===== src/rtl/bp_sat_table.sv =====
// bp_sat_table: direct-mapped table of saturating branch counters.
// Lookups return the counter one cycle later, and a same-index update
// in that cycle is bypassed through. The table self-initialises after
// reset at one entry per cycle.
// Optional macro BP_GSHARE_EN: XOR a global history register into
// both the lookup and the update index.
// Ports:
//   clk, reset      : clock, synchronous active-high reset
//   pred_req/pc/rdy : lookup request, lookup PC, lookups accepted
//   pred_vld/taken  : lookup result valid, predicted direction
//   pred_ctr        : raw counter of the looked-up entry
//   upd_vld/pc      : resolved branch present, its PC
//   upd_taken       : resolved branch outcome
module bp_sat_table #(
  parameter int PC_W     = 32,
  parameter int INDEX_W  = 6,
  parameter int CTR_W    = 2,
  parameter int INIT_CTR = (1 << (CTR_W - 1)) - 1
) (
  input  logic             clk,
  input  logic             reset,
  input  logic             pred_req,
  input  logic [PC_W-1:0]  pred_pc,
  output logic             pred_rdy,
  output logic             pred_vld,
  output logic             pred_taken,
  output logic [CTR_W-1:0] pred_ctr,
  input  logic             upd_vld,
  input  logic [PC_W-1:0]  upd_pc,
  input  logic             upd_taken
);

  localparam int DEPTH = 1 << INDEX_W;

  localparam logic [0:0] S_INIT  = 1'b0;
  localparam logic [0:0] S_READY = 1'b1;

  localparam logic [CTR_W-1:0] CTR_MAX  = '1;
  localparam logic [CTR_W-1:0] CTR_ZERO = '0;
  localparam logic [CTR_W-1:0] CTR_ONE  = CTR_W'(1);
  localparam logic [CTR_W-1:0] CTR_INIT = CTR_W'(INIT_CTR);

  logic [0:0]         state;
  logic [INDEX_W-1:0] init_addr;
  logic [CTR_W-1:0]   table_q [DEPTH];

  logic               ready;
  logic               pred_fire;
  logic               upd_fire;
  logic [INDEX_W-1:0] pred_idx;
  logic [INDEX_W-1:0] upd_idx;
  logic [CTR_W-1:0]   upd_old;
  logic [CTR_W-1:0]   upd_new;
  logic [CTR_W-1:0]   pred_val;

  logic               wr_en;
  logic [INDEX_W-1:0] wr_addr;
  logic [CTR_W-1:0]   wr_data;

  // PC bits outside the index field never matter.
  logic unused_pc;
  assign unused_pc = ^{pred_pc, upd_pc};

  assign ready     = (state == S_READY);
  assign pred_rdy  = ready & ~reset;
  assign pred_fire = pred_req & pred_rdy;
  assign upd_fire  = upd_vld & ready & ~reset;

`ifdef BP_GSHARE_EN
  logic [INDEX_W-1:0] ghr;

  // Both indices use the pre-shift history.
  always_ff @(posedge clk) begin
    if (reset) begin
      ghr <= '0;
    end else if (upd_fire) begin
      ghr <= {ghr[INDEX_W-2:0], upd_taken};
    end
  end

  assign pred_idx = pred_pc[INDEX_W+1:2] ^ ghr;
  assign upd_idx  = upd_pc[INDEX_W+1:2] ^ ghr;
`else
  assign pred_idx = pred_pc[INDEX_W+1:2];
  assign upd_idx  = upd_pc[INDEX_W+1:2];
`endif

  assign upd_old = table_q[upd_idx];

  always_comb begin
    upd_new = upd_old;
    if (upd_taken) begin
      if (upd_old != CTR_MAX) begin
        upd_new = upd_old + CTR_ONE;
      end
    end else if (upd_old != CTR_ZERO) begin
      upd_new = upd_old - CTR_ONE;
    end
  end

  // Write-through: a same-index update is visible to the lookup.
  assign pred_val = (upd_fire && (upd_idx == pred_idx))
                  ? upd_new : table_q[pred_idx];

  always_comb begin
    wr_en   = 1'b0;
    wr_addr = upd_idx;
    wr_data = upd_new;
    if (!reset) begin
      unique case (1'b1)
        (state == S_INIT): begin
          wr_en   = 1'b1;
          wr_addr = init_addr;
          wr_data = CTR_INIT;
        end
        upd_fire: begin
          wr_en = 1'b1;
        end
        default: begin
        end
      endcase
    end
  end

  always_ff @(posedge clk) begin
    if (wr_en) begin
      table_q[wr_addr] <= wr_data;
    end
  end

  always_ff @(posedge clk) begin
    if (reset) begin
      state     <= S_INIT;
      init_addr <= '0;
    end else if (state == S_INIT) begin
      init_addr <= init_addr + 1'b1;
      if (&init_addr) begin
        state <= S_READY;
      end
    end
  end

  always_ff @(posedge clk) begin
    if (reset) begin
      pred_vld   <= 1'b0;
      pred_taken <= 1'b0;
      pred_ctr   <= '0;
    end else begin
      pred_vld <= pred_fire;
      if (pred_fire) begin
        pred_ctr   <= pred_val;
        pred_taken <= pred_val[CTR_W-1];
      end
    end
  end

endmodule


===== config.mk =====
export PLATFORM = sky130hd
export DESIGN_NAME = bp_sat_table
export DESIGN_NICKNAME = d
export VERILOG_FILES = /design/src/rtl/bp_sat_table.sv
export SDC_FILE = /design/constraint.sdc
export NUM_CORES = 1
export LEC_CHECK = 0
export CAP_MARGIN = 20
export CORE_ASPECT_RATIO = 1.1
export CORE_MARGIN = 2
export CORE_UTILIZATION = 60
export DETAILED_ROUTE_END_ITERATION = 8
export GPL_ROUTABILITY_DRIVEN = 0
export HOLD_SLACK_MARGIN = 0.12
export PLACE_DENSITY_LB_ADDON = 0.2
export SYNTH_ARGS = -nofsm -noshare
export SYNTH_HDL_FRONTEND = slang
export SYNTH_SLANG_ARGS = --single-unit

===== constraint.sdc =====
create_clock -name clk -period 6.4 [get_ports clk]
set_clock_uncertainty 0.15 [all_clocks]
set_input_delay 0.64 -clock clk [delete_from_list [all_inputs] [get_ports clk]]
set_output_delay 0.64 -clock clk [all_outputs]
set_load 0.05 [all_outputs]

==> flow_summary.json <==
{
  "grt_use_met3_pct": 6.623,
  "crit_path_start_kind": "input pin",
  "drv_slew": 0,
  "setup_violations": 0,
  "utilization_pct": 69.52,
  "die_h_um": 118.9,
  "met1_usage_pct": 40.86,
  "end_kind": "register",
  "relSlewSlack_pct": 40.19,
  "area_growth_pct": 11.86,
  "dp_hpwl_um": 12090,
  "r2r_cells": 8,
  "tns_ps": 0,
  "ctsResizeCount": 0,
  "die_x_um": 108.5,
  "drcViolationCount": 0,
  "rows": 41,
  "worst_ep_arrival_time_ps": 4170,
  "clkTransAtPathRegs_ps": 60,
  "ys.flop_type": "edfxtp_1",
  "synth_edf_count": 128,
  "power-per-cell-area_nw_per_um2": 267.1,
  "drive_gt1_share_pct": 18.17,
  "yosys.area.top_type": "edfxtp_1",
  "peakVddDrop_v": 0.0001263,
  "rsz0062_at_grt": "false",
  "top_usage_layer": "met2",
  "grt_use_total_pct": 30.00,
  "synth_nets": 586,
  "clkSinkCount": 138,
  "cts_tree": "yes",
  "drtPass1Iterations": 5,
  "vias": 4833,
  "period_share_pct": 64.16,
  "min_period_ps": 4106,
  "core_area_um2": 11590,
  "wl_per_cell_um": 26.21,
  "critPathKind": "in2reg",
  "grt_pass1_wl_um": 27810,
  "numCtsBuffers": 17,
  "cts_setup_buffers": 0,
  "finalHoldViolCount": 0,
  "grt_pass1_vias": 4810,
  "drtIter0Drc": 579,
  "cp_max_fo": 41,
  "place_area_um2": 7475,
  "synth_area_leaders": "edfxtp_1 (53%), mux4_2 (16%), nor2_1 (4.4%), mux4_1 (2.9%), dfxtp_1 (2.8%)",
  "yosysUniqueCellTypes": 48,
  "ys_warn_count": 0,
  "insertion_delay_ps": 410,
  "synthArstFlopShare_pct": 0,
  "antenna_found_initial": 0,
  "portBuffers": 21,
  "status": "complete, no violations",
  "cp.required_ps": 6470,
  "ant_nets": 0,
  "post_drt_via_cell_ratio": 6.954,
  "grt_start_max_net_pins": 65,
  "floorplan.initialDensity_pct": 62.15,
  "min_path_cells": 2,
  "clockRootBuffer": "clkbuf_16",
  "io-pin-count": 74,
  "grt-ovfl-total": 0,
  "finalNetCount": 603,
  "final_area_um2": 8060,
  "cap_violations": 0,
  "min_path_type": "reg2reg",
  "p_leak_nw": 2.580,
  "ys_seq_area_share_pct": 56.12,
  "diodes": 0,
  "clock_path_buffers": 2,
  "postCtsHoldBufs": 0,
  "avgSynthCellArea_um2": 13.96,
  "dieArea_um2": 12900,
  "synthCells": 516,
  "max_slew.worst_pin.slew_ps": 893.9,
  "yosysTopAreaCellShare_pct": 53.34,
  "syn_area_um2": 7206,
  "use_met2_pct": 47.03,
  "htree_num_levels": 4,
  "clock.fmax_ghz": 0.2435,
  "drt_wl_total_um": 18220,
  "ys_ff_latch": 138
}
state kept, by name, indices dropped and copies added (netlist names):
| register | count |
|---|---|
| pred_taken | 1 |
| pred_vld | 1 |
| ready | 1 |
| init_addr | 6 |
| table_q | 128 |
| pred_ctr | 1 |
stage by stage:
stage	hold slack (ps)	instances	power (W)	setup slack [ps]
global route	440.7	695	0.002214	2145
CTS	404.4	694	0.002153	2032
floorplan	345.0	516	0.001171	2098
detailed placement	389.3	663	0.001235	1627
global placement	376.1	663	0.001229	1765
finish	412.9	695	0.002153	2294
final cells by class:
type	count	area (µm²)
flip-flops and latches	138	4044
fillers	795	3533
multi-input cells	341	2964
clock buffers	18	429.2
repair buffers	30	287.8
well taps	150	187.7
clock inverters	13	128.9
inverters	5	18.77
synthesized netlist by cell type (all sizes together), types with 3 or more instances:
cell      n
edfxtp  128
nor2     85
mux4     58
nand2    45
buf      18
mux2i    16
a22oi    15
clkbuf   14
a21oi    11
dfxtp    10
nand3     9
nor2b     9
nand2b    8
a31oi     7
a211oi    6
and3      6
o21ai     6
and2      5
inv       5
nand3b    5
xnor2     5
xor2      5
nand4     4
a21boi    3
or2       3
or3       3
power by group:
part / total (W) / switching (W) / internal (W)
combinational: 0.000210 / 0.000130 / 0.0000795
clock: 0.000930 / 0.000363 / 0.000567
sequential: 0.00101 / 0.00000528 / 0.00101
total: 0.00215 / 0.000498 / 0.00165
path summary, 6_finish.rpt:
kind	from	to	slack, ps
max	upd_pc[3]	table_q[36][1]	2290
min	init_addr[0]	init_addr[0]	410
max reg2reg	table_q[33][1]	table_q[36][1]	3130
min reg2reg	init_addr[0]	init_addr[0]	410
cell families (layout without fill, tap and decap cells):
logic type / after synthesis / count (layout) / synth area share (%)
compound gates: 64 / 64 / 6.407
xor+xnor: 10 / 10 / 1.215
fa+ha+maj: 3 / 3 / 0.4861
buf+inv: 37 / 66 / 2.848
flops: 138 / 138 / 56.12
mux: 76 / 76 / 21.08
simple gates: 188 / 188 / 11.84
cells in the final DEF (no fill, tap or decap), types with 3 or more instances in the layout:
| master | netlist | layout |
|---|---|---|
| edfxtp_1 | 128 | 128 |
| nor2_1 | 85 | 84 |
| mux4_2 | 50 | 50 |
| nand2_1 | 45 | 45 |
| clkdlybuf4s50_1 | 0 | 19 |
| clkbuf_16 | 0 | 17 |
| mux2i_1 | 16 | 16 |
| a22oi_1 | 15 | 15 |
| a21oi_1 | 11 | 11 |
| dfxtp_1 | 10 | 10 |
| nand3_1 | 9 | 9 |
| nor2b_1 | 9 | 9 |
| nand2b_1 | 8 | 8 |
| mux4_1 | 8 | 8 |
| buf_4 | 6 | 8 |
| a31oi_1 | 7 | 7 |
| a211oi_1 | 6 | 6 |
| and3_1 | 6 | 6 |
| o21ai_0 | 6 | 6 |
| inv_1 | 5 | 5 |
| and2_1 | 5 | 5 |
| nand3b_1 | 5 | 5 |
| xor2_1 | 5 | 5 |
| xnor2_1 | 5 | 5 |
| nand4_1 | 4 | 4 |
| clkinv_2 | 0 | 4 |
| or3_1 | 3 | 3 |
| a21boi_0 | 3 | 3 |
metal layers:
metal | wire, µm | part of all wire [%]
met1 | 6678 | 37
met2 | 8952 | 49
met3 | 1872 | 10
met4 | 714 | 3.9
met5 | 0 | 0
critical path, stage by stage:
cell	delay [ps]
clkdlybuf4s50_1	450
buf_4	450
mux4_2	290
nor2b_1	120
a211oi_1	80
a211oi_1	560
a2111oi_4	120
maj3_2	380
nor2_4	640
buf_4	400
Power figures use the tool's default switching activity.
==> RTL change 1: new RTL, same flow settings <==
The option `BP_GSHARE_EN` is turned on by a define.
--- a/src/rtl/bp_sat_table.sv
+++ b/src/rtl/bp_sat_table.sv
@@ -11,6 +11,8 @@
 //   pred_ctr        : raw counter of the looked-up entry
 //   upd_vld/pc      : resolved branch present, its PC
 //   upd_taken       : resolved branch outcome
+`define BP_GSHARE_EN
+
 module bp_sat_table #(
   parameter int PC_W     = 32,
   parameter int INDEX_W  = 6,
Function: same outputs for any inputs over 10 cycles, from zero or initial values and one cycle with reset high; that may be too few to reach the edited logic, so the function may still have changed.
==> RTL change 1 against the unedited design <==
Non-clock buffer count is 1 higher; sequential share of layout area is 0.49 points lower; wire length is 0.43% higher; register-to-register slack worse by 1.1 ns; die area is 3.5% higher; critical endpoint is now table_q[0][0]; sequential cell count is 6 higher; final area is 4.0% higher; critical path type unchanged; setup slack worse by 0.43 ns; utilization is 0.18 points lower; power is 3.3% higher; synthesized area is 3.6% higher.
==> RTL change 1: results (changes against the unedited design) <==
detailed-placement wirelength estimate=12.4 mm (+2.2%); CTS max path bufs=2 (unchanged); first-pass GRT wire length=27.8 mm (about the same); Adder-Cell Fraction of Synth Area=0.00469 (-0.000168); HP Class=flip-flop to flip-flop; CTS H-tree lvls=4 (unchanged); Leakage=2.75 nW (+6.6%); Setup Fix Bufs, Post-CTS=0 (unchanged); total CTS buffers=17 (unchanged); post-CTS sizing=0 (unchanged); port bufs=21 (unchanged); VDD IR max=0.000188 V (+49%); diodes inserted=0 (unchanged); Detailed Routing Iterations Pass 1=5 (unchanged); outcome=finished, final reports clean; Largest stage delay, worst path=0.72 ns (+0.08 ns); routed wire length=18.3 mm (+0.43%); syn nets=637 (+8.7%); worst slew pin tran=0.955 ns (+0.0607 ns); Mean Syn Cell Area=13.2 um^2 (-5.7%); worst slack, placed=1.53 ns (-0.0968 ns); vias post-DR=5074 (+5.0%); Critical Path Fanout Max=64 (+56%); sequential-to-total area share from yosys stat=0.558 (-0.00329); Synth Area in Compound Gates=0.0612 (-0.00288); post-synth cell types=49 (+2.1%); clk_lat worst skew=0.42 ns; Fillers=859 (+8.1%); largest registers=table_q: 128 flops, ghr: 6 flops, init_addr: 6 flops; Clock transition at path regs=0.06 ns (about the same); Worst path slowest cell=xor2_4; ys async rst share=0 (unchanged); layout cells sized above 1=0.156 (-0.0252); Worst Path Arrival=4.53 ns (+0.36 ns); mean routed wirelength per cell=24.2 um (-7.6%); vias in the first global route=5007 (+4.1%); clock root cell=clkbuf_16; DP Area=0.00781 mm^2 (+4.5%); largest net degree at the start of global routing=65 (unchanged); fin nets=658 (+9.1%); commonest cells in the netlist=edfxtp_1 (128), nor2_1 (89), nand2_1 (76); mux share of post-synthesis cell area=0.193 (-0.0175); Initial DRC Count=670 (+16%); Synth Area in XOR/XNOR=0.0374 (+0.0252); Inst Count DP=723 (+9.0%); total track usage=0.295 (-0.00476); Area contributors post-synth=edfxtp_1 (52%), mux4_2 (13%), nor2_1 (4.5%); initial antenna violation count=0 (unchanged)
RTL change 1: changes by cell type in the layout (fill, tap and decap cells not counted), sizes merged, moves of 9 or more:
cell	delta
a21oi	+15
a22oi	-9
mux2i	+10
nand2	+31
nand3	+11
xor2	+10
RTL change 1: cell families after synthesis:
group                    Yosys count
buffers and inverters             33
multiplexers                      77
AO/OA/AOI/OAI                     71
XOR/XNOR                          28
flip-flops                       144
adder cells (fa/ha/maj)            3
AND/OR/NAND/NOR                  211
RTL change 1: power breakdown:
group | internal [W] | switching (W) | leakage [nW] | total [W]
Clock | 0.000570 | 0.000379 | 0.273 | 0.000949
Sequential | 0.00105 | 0.00000482 | 1.28 | 0.00105
Combinational | 0.0000813 | 0.000140 | 1.20 | 0.000222
Total | 0.00170 | 0.000524 | 2.75 | 0.00222
RTL change 1: path summary, 6_finish.rpt:
check,start,end,slack [ns],cells past startpoint
min,pred_taken,pred_taken,0.38,2
max reg2reg,ghr[1],table_q[0][0],2.07,10
min reg2reg,pred_taken,pred_taken,0.38,2
max,upd_pc[3],table_q[0][0],1.86,11
RTL change 1: layout make-up:
cell class              instances  share of cell area
clock buffers                  18              0.0512
flip-flops and latches        144               0.497
multi-input cells             390               0.376
repair buffers                 31              0.0340
well taps                     154              0.0230
inverters                       4             0.00179
clock inverters                14              0.0169
RTL change 1: metrics by stage:
stage,power (W),util
global placement,0.00129,0.646
finish,0.00222,0.693
global route,0.00228,0.693
floorplan,0.00122,-
detailed placement,0.00129,0.646
CTS,0.00223,0.693
RTL change 1: per-layer routing:
metal | part of all wire | global-route usage | vias to the layer above
met4 | 0.049 | 0.163 | 0
met5 | 0 | 0 | -
met3 | 0.095 | 0.0784 | 67
met1 | 0.38 | 0.376 | 2489
met2 | 0.48 | 0.460 | 301
li1 | - | - | 2217
RTL change 1: worst register-to-register path: cells and delay by family (launching register included):
kind | cells | cell delay, ns
xor+xnor | 1 | 0.76
compound gates | 3 | 0.77
buf+inv | 2 | 0.85
mux | 1 | 0.24
simple gates | 2 | 0.30
fa+ha+maj | 1 | 0.32
flops | 1 | 0.60
==> RTL change 2: new RTL, config.mk and constraints unchanged <==
Made on the original files. Remove the register `pred_vld`: a continuous assignment takes its place, so the output `pred_vld` follows one clock earlier.
--- a/src/rtl/bp_sat_table.sv
+++ b/src/rtl/bp_sat_table.sv
@@ -142,11 +142,9 @@
 
   always_ff @(posedge clk) begin
     if (reset) begin
-      pred_vld   <= 1'b0;
       pred_taken <= 1'b0;
       pred_ctr   <= '0;
     end else begin
-      pred_vld <= pred_fire;
       if (pred_fire) begin
         pred_ctr   <= pred_val;
         pred_taken <= pred_val[CTR_W-1];
@@ -154,5 +152,7 @@
     end
   end
 
+  assign pred_vld = pred_fire;
+
 endmodule
 
Check against the original RTL: no difference found for any inputs over 10 cycles, from zero or initial values and one cycle with reset high; that may be too few to reach the edited logic, so the function may still have changed.
==> RTL change 2 against the unedited design <==
Setup slack gained 0.063 ns; die area shrank 0.35%; sequential cell count shrank 1; power grew 2.5%; wire length shrank 1.6%; final area is the same; first-iteration DRC count shrank 6.2%; synthesized area shrank 0.36%; critical path depth shrank 1; critical path type unchanged; largest cell class unchanged; highest routed layer unchanged.
==> RTL change 2: results (changes against the unedited design) <==
Worst Path Arrival=4.10 ns (-0.07 ns); outcome=finished, final reports clean; fin nets=582 (-3.5%); Detailed Routing Iterations Pass 1=5 (unchanged); Critical Path Fanout Max=33 (-20%); routed wire length=17.9 mm (-1.6%); via-per-instance ratio=7.01 (+0.85%); total CTS buffers=17 (unchanged); layout cells sized above 1=0.196 (+0.0145); Fillers=779 (-2.0%); diodes inserted=0 (unchanged); Hold Crit Depth=2 (unchanged); worst slew pin tran=1.08 ns (+0.184 ns); critical path's top delay family=buffers and inverters; Clock transition at path regs=0.06 ns (about the same); post-CTS sizing=0 (unchanged); first-pass GRT wire length=27.1 mm (-2.7%); Mean Syn Cell Area=14.5 um^2 (+3.7%); mean routed wirelength per cell=26.5 um (+1.3%); Leakage=2.63 nW (+2.1%); Worst path slowest cell=clkdlybuf4s50_1; clk_lat worst skew=0.42 ns; yosys warns=0 (unchanged); ys async rst share=0 (unchanged); largest net degree at the start of global routing=57 (-12%); HP Class=flip-flop to flip-flop; port bufs=21 (unchanged); CTS max path bufs=2 (unchanged); EDFF count, synth=128 (unchanged); Inst Count DP=641 (-3.3%); VDD IR max=0.000157 V (+24%); commonest cells in the netlist=edfxtp_1 (128), nor2_1 (89), mux4_2 (46); total track usage=0.297 (-0.00259); clock root cell=clkbuf_16; worst reg-to-reg path cell count=8 (unchanged); Initial DRC Count=543 (-6.2%); largest registers=table_q: 128 flops, init_addr: 6 flops; CTS H-tree lvls=4 (unchanged); post-synth cell types=54 (+13%); detailed-placement wirelength estimate=11.3 mm (-6.6%); sequential-to-total area share from yosys stat=0.560 (-0.000735); initial antenna violation count=0 (unchanged); DP Area=0.00741 mm^2 (-0.85%); vias in the first global route=4689 (-2.5%); Largest stage delay, worst path=0.92 ns (+0.28 ns); syn nets=566 (-3.4%); Setup Fix Bufs, Post-CTS=0 (unchanged); ys flop type=edfxtp_1; Area contributors post-synth=edfxtp_1 (54%), mux4_2 (14%), mux4_1 (6.2%)
-- RTL change 2: cell families after synthesis --
kind of cell | share of synthesized area
XOR/XNOR | 0.0122
AND/OR/NAND/NOR | 0.104
flip-flops | 0.560
buffers and inverters | 0.0310
multiplexers | 0.240
AO/OA/AOI/OAI | 0.0483
adder cells (fa/ha/maj) | 0.00471
-- RTL change 2: final timing paths --
kind,start,end,slack (ns)
hold / removal,init_addr[0],init_addr[0],0.38
setup reg to reg,table_q[53][0],table_q[57][0],3.13
hold reg to reg,init_addr[0],init_addr[0],0.38
setup / recovery,upd_pc[6],table_q[59][1],2.36
-- RTL change 2: layout make-up --
cell class | instances | share of cell area
flip-flops and latches | 137 | 0.499
multi-input cells | 321 | 0.365
clock buffers | 18 | 0.0532
repair buffers | 28 | 0.0348
well taps | 150 | 0.0233
clock inverters | 14 | 0.0214
inverters | 7 | 0.00326
-- RTL change 2: tightest hold or removal path: stages (launching register included) --
cell and delay [ns]:
dfxtp_1 0.35, nand2_1 0.08, a21oi_1 0.06
-- RTL change 2: stage by stage --
| stage | setup WS, ns | utilization | total power (W) |
|---|---|---|---|
| global route | 2.19 | 0.695 | 0.00226 |
| CTS | 2.37 | 0.691 | 0.00221 |
| floorplan | 2.04 | - | 0.00116 |
| detailed placement | 1.92 | 0.639 | 0.00122 |
| finish | 2.36 | 0.695 | 0.00221 |
| global placement | 2.00 | 0.639 | 0.00121 |
-- RTL change 2: metal layers --
layer  routed length [um]  vias to the layer above  GRT usage
met5                    0                        -          0
met4                  588                        0      0.138
met3                 1660                       40     0.0750
met2                 8930                      298      0.465
met1                 6740                     2394      0.393
li1                     -                     2002          -
-- RTL change 2: report_power, final --
part           internal [W]  leakage (nW)  switching (W)
logic             0.0000792          1.11       0.000124
clock network      0.000616         0.296       0.000384
registers          0.000999          1.22     0.00000488
total               0.00169          2.63       0.000513
